===== config.mk =====
export PLATFORM = sky130hd
export DESIGN_NAME = me_array_seq
export DESIGN_NICKNAME = d
export VERILOG_FILES = /design/src/rtl/me_pkg.sv /design/src/rtl/me_tag_delay.sv /design/src/rtl/me_array_seq.sv
export SDC_FILE = /design/constraint.sdc
export NUM_CORES = 1
export LEC_CHECK = 0
export CAP_MARGIN = 15
export CORE_MARGIN = 1
export CORE_UTILIZATION = 45
export DETAILED_ROUTE_END_ITERATION = 10
export HOLD_SLACK_MARGIN = 0.08
export PLACE_DENSITY = 0.73
export SLEW_MARGIN = 10
export SYNTH_ARGS = -nofsm -noshare
export SYNTH_HDL_FRONTEND = slang
export SYNTH_HIERARCHICAL = 1
export SYNTH_SLANG_ARGS = --single-unit

===== constraint.sdc =====
create_clock -name clk -period 4.2 [get_ports clk]
set_clock_uncertainty 0.1 [all_clocks]
set_input_delay 0.84 -clock clk [delete_from_list [all_inputs] [get_ports clk]]
set_output_delay 0.84 -clock clk [all_outputs]
set_load 0.02 [all_outputs]

===== src/rtl/me_pkg.sv =====
// Shared types and constants for the motion-estimation array sequencer.
// The geometry constants describe the 32x32 PE array and its search range.
package me_pkg;

   localparam int PIXEL         = 8;
   localparam int X             = 32;
   localparam int Y             = 32;

   localparam int ROWS          = Y;
   localparam int BEATS_PER_ROW = X / 2;
   localparam int NUM_CB        = 8;
   localparam int SEARCH_ROWS   = 32;
   localparam int ABS_LAT       = 1;

   localparam logic [1:0] REF_HOLD   = 2'd0;
   localparam logic [1:0] REF_SHIFT1 = 2'd1;
   localparam logic [1:0] REF_UP1    = 2'd2;
   localparam logic [1:0] REF_SHIFT8 = 2'd3;

   typedef enum logic [2:0] {
      ST_IDLE,
      ST_LOAD_CURR,
      ST_COMMIT_CURR,
      ST_FILL_REF,
      ST_SWEEP,
      ST_SHIFT,
      ST_DONE
   } state_t;

endpackage


===== src/rtl/me_tag_delay.sv =====
// Delays the {valid, cb, row} tag of each abs sweep step so that it lines up
// with the array's abs_outs; 'pending' flags any tag still in flight.
module me_tag_delay #(
   parameter int LAT   = 1,
   parameter int CB_W  = 3,
   parameter int ROW_W = 5
) (
   input  logic             clk,
   input  logic             rst_n,
   input  logic             src_valid,
   input  logic [CB_W-1:0]  src_cb,
   input  logic [ROW_W-1:0] src_row,
   output logic             dly_valid,
   output logic [CB_W-1:0]  dly_cb,
   output logic [ROW_W-1:0] dly_row,
   output logic             pending
);

   localparam int TW = 1 + CB_W + ROW_W;

   logic [TW-1:0] stage [LAT];

   always_ff @(posedge clk or negedge rst_n) begin
      if (!rst_n) begin
         for (int i = 0; i < LAT; i++) stage[i] <= '0;
      end else begin
         stage[0] <= {src_valid, src_cb, src_row};
         for (int i = 1; i < LAT; i++) stage[i] <= stage[i-1];
      end
   end

   assign {dly_valid, dly_cb, dly_row} = stage[LAT-1];

   always_comb begin
      pending = 1'b0;
      for (int i = 0; i < LAT; i++) pending = pending | stage[i][TW-1];
   end

endmodule


===== src/rtl/me_array_seq.sv =====
// Sequencer for the 32x32 PE array: loads the current block, pre-fills the
// reference window, then sweeps every CB bank at each vertical search offset.
module me_array_seq
   import me_pkg::*;
(
   input  logic       clk,
   input  logic       rst_n,
   input  logic       start,
   input  logic [2:0] cb_sel,
   input  logic       load_curr,
   input  logic       curr_valid,
   output logic       curr_ready,
   input  logic       ref_valid,
   output logic       ref_ready,
   output logic       in_curr_enable,
   output logic       change_curr,
   output logic [2:0] CB_select,
   output logic [2:0] abs_Control,
   output logic       change_ref,
   output logic [1:0] ref_input_Control,
   output logic       abs_valid,
   output logic [2:0] abs_cb,
   output logic [4:0] abs_row,
   output logic       busy,
   output logic       done
);

   localparam logic [8:0] BEAT_LAST   = 9'(ROWS * BEATS_PER_ROW - 1);
   localparam logic [4:0] ROW_LAST    = 5'(ROWS - 1);
   localparam logic [4:0] OFFSET_LAST = 5'(SEARCH_ROWS - 1);
   localparam logic [2:0] CB_LAST     = 3'(NUM_CB - 1);

   state_t     state, state_nxt;
   logic [8:0] beat_cnt;
   logic [4:0] row_cnt;
   logic [4:0] offset;
   logic [2:0] cb_cnt;
   logic [2:0] cb_reg;
   logic       sweeping;
   logic       tag_pending;

   always_ff @(posedge clk or negedge rst_n) begin
      if (!rst_n) begin
         state    <= ST_IDLE;
         beat_cnt <= '0;
         row_cnt  <= '0;
         offset   <= '0;
         cb_cnt   <= '0;
         cb_reg   <= '0;
      end else begin
         state <= state_nxt;
         case (state)
            ST_IDLE: if (start) begin
               cb_reg   <= cb_sel;
               beat_cnt <= '0;
               row_cnt  <= '0;
               offset   <= '0;
               cb_cnt   <= '0;
            end
            ST_LOAD_CURR: if (curr_valid)
               beat_cnt <= (beat_cnt == BEAT_LAST) ? '0 : beat_cnt + 9'd1;
            ST_FILL_REF: if (ref_valid)
               row_cnt <= (row_cnt == ROW_LAST) ? '0 : row_cnt + 5'd1;
            ST_SWEEP:
               cb_cnt <= (cb_cnt == CB_LAST) ? '0 : cb_cnt + 3'd1;
            ST_SHIFT: if (ref_valid)
               offset <= offset + 5'd1;
            default: ;
         endcase
      end
   end

   // The array shifts only on a change_ref handshake, so REF_SHIFT1 is
   // presented alongside it and REF_HOLD is kept while waiting for a row.
   always_comb begin
      state_nxt         = state;
      curr_ready        = 1'b0;
      in_curr_enable    = 1'b0;
      change_curr       = 1'b0;
      abs_Control       = '0;
      change_ref        = 1'b0;
      ref_input_Control = REF_HOLD;
      ref_ready         = 1'b0;
      busy              = 1'b1;
      done              = 1'b0;
      case (state)
         ST_IDLE: begin
            busy = 1'b0;
            if (start) state_nxt = load_curr ? ST_LOAD_CURR : ST_FILL_REF;
         end
         ST_LOAD_CURR: begin
            curr_ready     = 1'b1;
            in_curr_enable = curr_valid;
            if (curr_valid && beat_cnt == BEAT_LAST) state_nxt = ST_COMMIT_CURR;
         end
         ST_COMMIT_CURR: begin
            change_curr = 1'b1;
            state_nxt   = ST_FILL_REF;
         end
         ST_FILL_REF: begin
            ref_ready  = 1'b1;
            change_ref = ref_valid;
            if (ref_valid) begin
               ref_input_Control = REF_SHIFT1;
               if (row_cnt == ROW_LAST) state_nxt = ST_SWEEP;
            end
         end
         ST_SWEEP: begin
            abs_Control = cb_cnt;
            if (cb_cnt == CB_LAST)
               state_nxt = (offset == OFFSET_LAST) ? ST_DONE : ST_SHIFT;
         end
         ST_SHIFT: begin
            ref_ready  = 1'b1;
            change_ref = ref_valid;
            if (ref_valid) begin
               ref_input_Control = REF_SHIFT1;
               state_nxt         = ST_SWEEP;
            end
         end
         ST_DONE: begin
            if (!tag_pending) begin
               done      = 1'b1;
               busy      = 1'b0;
               state_nxt = ST_IDLE;
            end
         end
         default: state_nxt = ST_IDLE;
      endcase
   end

   assign CB_select = (state == ST_IDLE) ? 3'd0 : cb_reg;
   assign sweeping  = (state == ST_SWEEP);

   me_tag_delay #(
      .LAT   (ABS_LAT),
      .CB_W  (3),
      .ROW_W (5)
   ) u_tag_delay (
      .clk       (clk),
      .rst_n     (rst_n),
      .src_valid (sweeping),
      .src_cb    (abs_Control),
      .src_row   (sweeping ? offset : 5'd0),
      .dly_valid (abs_valid),
      .dly_cb    (abs_cb),
      .dly_row   (abs_row),
      .pending   (tag_pending)
   );

endmodule

After elaboration in Yosys (flattened, before gate mapping)
Index checks and enable logic that the tools add are counted.
{"block": "op_classes", "n_addsub": 4, "eq_ne": 18, "n_mux": 37, "n_reduce_logical": 13}
{"op": "$mux 3", "count": 11}
{"op": "$mux 9", "count": 3}
{"op": "$mux 5", "count": 5}
{"op": "$pmux 3 s7", "count": 1}
{"op": "$pmux 5 s2", "count": 2}
{"op": "$pmux 9 s2", "count": 1}
{"op": "$ne 2x2->1 const B", "count": 7}
{"op": "$eq 3x3->1 const B", "count": 4}
{"op": "$add 5x1->5 const B", "count": 2}
{"op": "$eq 5x5->1 const B", "count": 2}
{"op": "$mux 1", "count": 10}
{"op": "$add 9x1->9 const B", "count": 1}
{"op": "$eq 9x9->1 const B", "count": 1}
{"op": "$reduce_and 3->1", "count": 3}
{"op": "$reduce_bool 2->1", "count": 4}
{"op": "$reduce_and 7->1", "count": 1}
{"op": "$eq 3x2->1 const B", "count": 2}
{"op": "$pmux 3 s2", "count": 1}
{"op": "$mux 2", "count": 2}
{"op": "$reduce_and 2->1", "count": 2}
{"op": "$add 3x1->3 const B", "count": 1}
{"op": "$eq 3x1->1 const B", "count": 1}
{"op": "$logic_not 3->1", "count": 1}
{"op": "$ne 2x1->1 const B", "count": 1}
{"op": "3 further kinds", "count": 3}
{"block": "word_totals", "regBits": 37, "output_inout_bits": 24, "wordCells": 79}

Depth between registers and ports, before layout
Gate-level depths: netlist of the first run.
{"block": "logic_depth", "word_depth": 4, "ltp_mapped": 8, "ltp_nobuf": 8}

Modules after synthesis
Netlist of the first run, hierarchy kept.
{"module": "me_array_seq", "instances": 1, "cells_per_inst": 182, "area_each_um2": 1706.6, "seq_area_each_um2": 700.7}
{"module": "me_tag_delay", "instances": 1, "cells_per_inst": 10, "area_each_um2": 232.7, "seq_area_each_um2": 225.2}

Worst setup path after synthesis of the first run
Ideal clock, no wire load.
{"block": "synth_path", "kind": "register to output", "startpoint": "reg state[1]", "endpoint": "out ref_input_Control[0]", "arrival_time_ps": 1570, "required_time_ps": 3260, "slack_ps": 1690, "path_stages_with_launch": 6, "n_path_buf": 2, "cell_sequence": "dfrtp_1 nor2b_1 clkbuf_1 o21a_1 and2_1 buf_4"}
{"block": "synth_via", "elab_chain_len": 3}
{"item": "start: declaration", "line_no": "me_array_seq.sv:33", "source": "state_t state, state_nxt;"}
{"item": "start signal: assignment", "line_no": "me_array_seq.sv:51", "source": "state <= state_nxt;"}
{"item": "$eq 3x3->1 / $eq 3x2->1 (equally long branches)", "line_no": "me_array_seq.sv:86", "source": "case (state)"}
{"item": "$reduce_or 2->1 (no source line) *"}
{"item": "$mux 1 *"}
{"item": "end: declaration", "line_no": "me_array_seq.sv:20", "source": "output logic [1:0] ref_input_Control,"}
Every way passes the cells marked *; elsewhere a longest branch is shown, timed or not.

Worst setup path after layout of the first run
{"block": "layout_path", "startpoint": "reg state[2]", "endpoint": "out change_ref"}
{"block": "layout_via", "elab_chain_len": 3}
{"item": "$eq 3x3->1 / $eq 3x2->1 (equally long branches)", "line_no": "me_array_seq.sv:86"}
{"item": "$reduce_or 2->1 (no source line) *"}
{"item": "$mux 1 *", "line_no": "me_array_seq.sv:86"}
{"item": "end: declaration", "line_no": "me_array_seq.sv:19", "source": "output logic change_ref,"}
Marks and branches as above.

==> impl_metrics.toml, run 1 <==
[place]
numPlacedInstances = 261
place_ws_ps = 1080
postPlaceCellArea_um2 = 2240
gp_congestion = 0.756
hpwlAfterDp_um = 2700
port_buffers = 31

[setup_path]
timing.rr.end = "row_cnt[2]"
worst-path-max-fanout = 12
r2r-start = "row_cnt[0]"
cp.arrival_ps = 2490
worstSetupEndpointType = "output pin"
worst_r2r_path_cells = 6
startpoint_type = "flop"
critPathKind = "reg2out"
reg2reg_setup_slack_ps = 2050
required_time_at_the_worst_slack_endpoint_ps = 3260

[synthesis]
async_flop_share_pct = 100
yosys_most_used_dff = "sky130_fd_sc_hd__dfrtp_1"
synth_edf_count = 0
syn-cell-area_um2 = 1940
synth_cell_count_leaders = "37 x sky130_fd_sc_hd__dfrtp_1, 16 x sky130_fd_sc_hd__nand2_1, 16 x sky130_fd_sc_hd__nor2_1, 12 x sky130_fd_sc_hd__nand3_1, 11 x sky130_fd_sc_hd__and3_1"
yosysUniqueCellTypes = 45
post_synth_main_area_contributors = "sky130_fd_sc_hd__dfrtp_1 48%, sky130_fd_sc_hd__ha_1 5.2%, sky130_fd_sc_hd__and3_1 3.5%"
synth_cells = 192
sequential_element_share_of_the_synthesized_area_pct = 47.7
synth.avg_cell_area_um2 = 10.1
synth_top_area_share_pct = 47.7
ys_ff_latch = 37
synth_nets = 209
synth_most_common_cell = "sky130_fd_sc_hd__dfrtp_1"
synth.yosys.warnings = 6
synth_top_area_cell = "sky130_fd_sc_hd__dfrtp_1"

[drt]
drt_wl_total_um = 3820
antenna_violating_nets_post_route = 0
post_drt_via_cell_ratio = 5.43
dr.pass1.iters = 4
highest_layer = "met4"
wl_per_cell_um = 14.2
wl_met2_um = 1840
drt_iter0_markers = 87
vias = 1461
detailroute.wirelength.met3_um = 128
drc = 0
wirelength_met1_um = 1800

[global_routing]
grt_antenna_before_repair = 0
grt_overflow_total = 0
grt_start_max_net_pins = 38
grt_pass1_vias = 1357
global_route_wire_length_before_repair_um = 6380
grtUsageTotal_pct = 19.0

[power_and_ir_drop]
p_leak_uw = 0.00111
post-layout-total-power_uw = 810
vdd.ir_drop.worst_uv = 232
power.density_nw_per_um2 = 344

[cells_and_area]
fillers = 374
insertedDiodeCount = 0
biggest_regs = "beat_cnt: 9 flops, u_tag_delay/stage: 9 flops"
postLayoutCellArea_um2 = 2350
area_growth_pct = 21.4
fin_cells = 269
finish.net_count = 235
layout-drive-gt1-share_pct = 10.0

[sta]
tightestPinTransition_ps = 827
hold_viol_final = 0
grt_setup_unrepaired = "false"
min_period_ps = 3430
timing.max_slew.rel_slack_pct = 44.9
timing.fmax_ghz = 0.292
setup-violations-final = 0
drv_slew = 0
final_cycle_share_pct = 81.6
post-route-worst-setup-slack_ps = 771
setup-tns-final_ps = 0

[clock_tree]
cts_post_setup_buffers_inserted = 0
ctsHoldBuffers = 0
numClockSinks = 37
h-tree-depth = 2
cts_max_path_buffers = 2
clock_insertion_delay_at_the_later_pin_of_the_skew_report_ps = 290
clock-root-buffer = "sky130_fd_sc_hd__clkbuf_8"
cts.repair.resized = 0
clkTransAtPathRegs_ps = 80
cts_made_buffers = 5
cts_tree = "built"

[floorplanning]
initial_core_util_pct = 47.8
die_w_um = 67.7
die_h_um = 67.7
num_io_pins = 33
placement_rows = 23
die_area_um2 = 4580
placeableCoreArea_um2 = 4060

[run_status]
outcome = "complete, no violations"

[job]
cap_violations = 0

[worst_hold_path]
holdPathEnd = "beat_cnt[8]"
hold_start = "beat_cnt[8]"
min_path_cells = 2
worst_hold_path_type = "reg2reg"
-- placed cells by master (no fill, tap or decap), drive strengths merged, types with 5 or more instances in the layout --
master and count:
a21oi 7, ha 8, a22o 5, and2 5
and3 11, xor2 6, mux2 6, clkbuf 7
dfrtp 37, o21ai 11, nand3 12, nor2 18
clkdlybuf4s50 30, nand2 17, nand4 6, nor2b 5
-- layer usage --
layer,vias up,global-route usage [%]
met2,20,30.2
met4,0,6.38
met1,704,25.5
met3,5,4.05
met5,-,0
li1,732,-
-- how the worst max path moves through the flow --
stage,start,to,slack (ps),cells after the start
finish,state[2],change_ref,770,4
global route,state[2],change_ref,620,4
CTS,state[2],change_ref,790,4
floorplan,state[1],ref_input_Control[0],1690,5
detailed placement,ref_valid,change_ref,1080,3
global placement,ref_valid,ref_input_Control[0],1090,3
-- critical path: stages (launching register included) --
cell and delay (ps):
sky130_fd_sc_hd__dfrtp_1 570, sky130_fd_sc_hd__nor2b_1 640, sky130_fd_sc_hd__o21a_1 240, sky130_fd_sc_hd__and2_1 150
sky130_fd_sc_hd__clkdlybuf4s50_1 600
-- cells by family after synthesis --
family | Yosys count | share of synthesized area (%)
adders and majority gates | 8 | 5.16
muxes | 8 | 4.90
DFF | 37 | 47.7
buffers and inverters | 15 | 4.39
AOI/OAI and AO/OA | 30 | 10.1
and+or+nand+nor | 87 | 24.8
xor gates and xnor gates | 6 | 2.71
other | 1 | 0.193
-- layout make-up --
type,count,area [um2],area share [%]
Clock buffer,7,86.3,3.67
Clock inverter,1,30.0,1.28
Inverter,2,7.51,0.319
Multi-Input combinational cell,140,928,39.4
Sequential cell,37,926,39.3
Tap cell,50,62.6,2.66
Timing Repair Buffer,32,313,13.3
-- power by group --
group          internal, uW  total (uW)  leakage, uW  switching [uW]
Combinational          37.0        76.2     0.000559            39.2
Clock                   194         319    0.0000585             125
Sequential              383         415     0.000487            32.4
Total                   614         810      0.00111             197
-- per-stage QoR --
step | hold slack [ps] | utilization [%]
finish | 400 | 58.0
global route | 431 | 58.0
CTS | 403 | 58.0
detailed placement | 385 | 55.1
global placement | 372 | 55.1
floorplan | 356 | -
No activity file was read; power rests on OpenSTA's default activity.
==> run 2, diff against run 1 <==
==> constraint.sdc (replaced) <==
create_clock -name clk -period 3.27 [get_ports clk]
set_clock_uncertainty 0.1 [all_clocks]
set_input_delay 0.654 -clock clk [delete_from_list [all_inputs] [get_ports clk]]
set_output_delay 0.654 -clock clk [all_outputs]
set_load 0.02 [all_outputs]
==> impl_metrics.toml, run 2 (synthesis results as in run 1) <==
[drt]
wirelength_met1_um = 1820
dr.pass1.iters = 4
drt_wl_total_um = 3690
detailroute.wirelength.met3_um = 130
drc = 0
post_drt_via_cell_ratio = 5.33
drt_iter0_markers = 78
wl_met2_um = 1690
vias = 1440
antenna_violating_nets_post_route = 0
wl_per_cell_um = 13.7
highest_layer = "met4"

[power_and_ir_drop]
vdd.ir_drop.worst_uv = 292
p_leak_uw = 0.00110
power.density_nw_per_um2 = 409

[floorplanning]
placement_rows = 23
die_area_um2 = 4580
die_w_um = 67.7
die_h_um = 67.7
placeableCoreArea_um2 = 4060
num_io_pins = 33
initial_core_util_pct = 47.8

[job]
cap_violations = 0

[setup_path]
worstSetupEndpointType = "output pin"
max_stage_delay_ps = 610
worst-path-max-fanout = 12
reg2reg_setup_slack_ps = 1140
r2r-start = "row_cnt[0]"
startpoint_type = "flop"
cp.arrival_ps = 2210
timing.rr.end = "row_cnt[2]"
cpMaxStageDelayCell = "sky130_fd_sc_hd__clkdlybuf4s50_1"
critPathKind = "reg2out"
path_cells = "nor2b_1, o21a_1, and2_1, clkdlybuf4s50_1"
worst_r2r_path_cells = 6
required_time_at_the_worst_slack_endpoint_ps = 2520

[sta]
grt_setup_unrepaired = "false"
timing.max_slew.rel_slack_pct = 45.0
timing.fmax_ghz = 0.338
setup-tns-final_ps = 0
tightestPinTransition_ps = 825
drv_slew = 0
final_cycle_share_pct = 90.5
setup-violations-final = 0
min_period_ps = 2960
hold_viol_final = 0

[clock_tree]
clock-root-buffer = "sky130_fd_sc_hd__clkbuf_8"
cts_max_path_buffers = 2
ctsHoldBuffers = 0
h-tree-depth = 2
cts_post_setup_buffers_inserted = 0
numClockSinks = 37
clkTransAtPathRegs_ps = 80
clock_insertion_delay_at_the_later_pin_of_the_skew_report_ps = 290
cts_tree = "built"
cts.repair.resized = 0
cts_made_buffers = 5

[global_routing]
global_route_wire_length_before_repair_um = 6130
grt_pass1_vias = 1303
grt_start_max_net_pins = 38
grt_antenna_before_repair = 0
grt_overflow_total = 0
grtUsageTotal_pct = 18.4

[cells_and_area]
finish.net_count = 237
biggest_regs = "beat_cnt: 9 flops, u_tag_delay/stage: 9 flops"
layout.cells.most_common = "sky130_fd_sc_hd__dfrtp_1"
insertedDiodeCount = 0
layout-drive-gt1-share_pct = 10.9
mostFrequentLayoutCells = "37 x sky130_fd_sc_hd__dfrtp_1, 30 x sky130_fd_sc_hd__clkdlybuf4s50_1, 16 x sky130_fd_sc_hd__nor2_1, 16 x sky130_fd_sc_hd__nand2_1, 12 x sky130_fd_sc_hd__nand3_1"
finalCoreUtilization_pct = 57.7
area_growth_pct = 20.8

[place]
hpwlAfterDp_um = 2540
gp_congestion = 0.763
port_buffers = 31

[run_status]
outcome = "complete, no violations"

[worst_hold_path]
worst_hold_path_type = "in2async"
-- run 2: cell count changes in the layout (fill, tap and decap cells not counted), sizes merged --
cell,before,now
bufinv,1,0
clkbuf,7,6
clkinvlp,0,1
buf,2,4
-- run 2: how the worst max path moves through the flow --
stage / start / endpoint / slack [ps] / depth (start not counted)
final: state[2] / change_ref / 310 / 4
after global routing: state[2] / change_ref / 160 / 4
after CTS: state[2] / change_ref / 300 / 4
after detailed placement: ref_valid / change_ref / 530 / 3
after global placement: ref_valid / ref_input_Control[0] / 550 / 3
after floorplan: state[1] / ref_input_Control[0] / 950 / 5
-- run 2: per-layer routing --
layer  vias to the layer above  GRT usage, %
met5                         -             0
met4                         0          5.05
met3                         5          5.07
met2                        25          28.5
met1                       678          24.9
li1                        732             -
-- run 2: metrics by stage --
stage               setup WS (ps)  area (um2)  cells  hold slack (ps)  power (uW)
floorplan                     946        1940    192              258         600
global placement              548        2250    263              370         636
detailed placement            534        2250    263              388         638
CTS                           303        2340    270              386         968
global route                  158        2340    270              429        1010
finish                        310        2340    270              355         959
-- run 2: critical path, delay by kind of cell (launching register included) --
| kind | cells | cell delay [ps] |
|---|---|---|
| buffers and inverters | 1 | 610 |
| AND/OR/NAND/NOR | 2 | 540 |
| flip-flops | 1 | 560 |
| AO/OA/AOI/OAI | 1 | 200 |
-- run 2: layout make-up --
class / count / area (um2)
multi-input cells: 140 / 928
inverters: 2 / 7.51
clock inverters: 1 / 7.51
clock buffers: 6 / 82.6
fillers: 357 / 1720
repair buffers: 34 / 328
well taps: 50 / 62.6
flip-flops and latches: 37 / 926
-- run 2: power by group --
group / internal [uW] / switching (uW)
registers: 492 / 40.9
logic: 47.4 / 50.3
clock network: 167 / 161
total: 706 / 253
==> run 3, diff against run 2 <==
--- a/config.mk
+++ b/config.mk
@@ -9,6 +9,7 @@
 export CORE_MARGIN = 1
 export CORE_UTILIZATION = 45
 export DETAILED_ROUTE_END_ITERATION = 10
+export GPL_ROUTABILITY_DRIVEN = 0
 export HOLD_SLACK_MARGIN = 0.08
 export PLACE_DENSITY = 0.73
 export SLEW_MARGIN = 10
==> results of run 3 <==
Same layout as run 2: the final DEF is identical, and so are final timing and power.
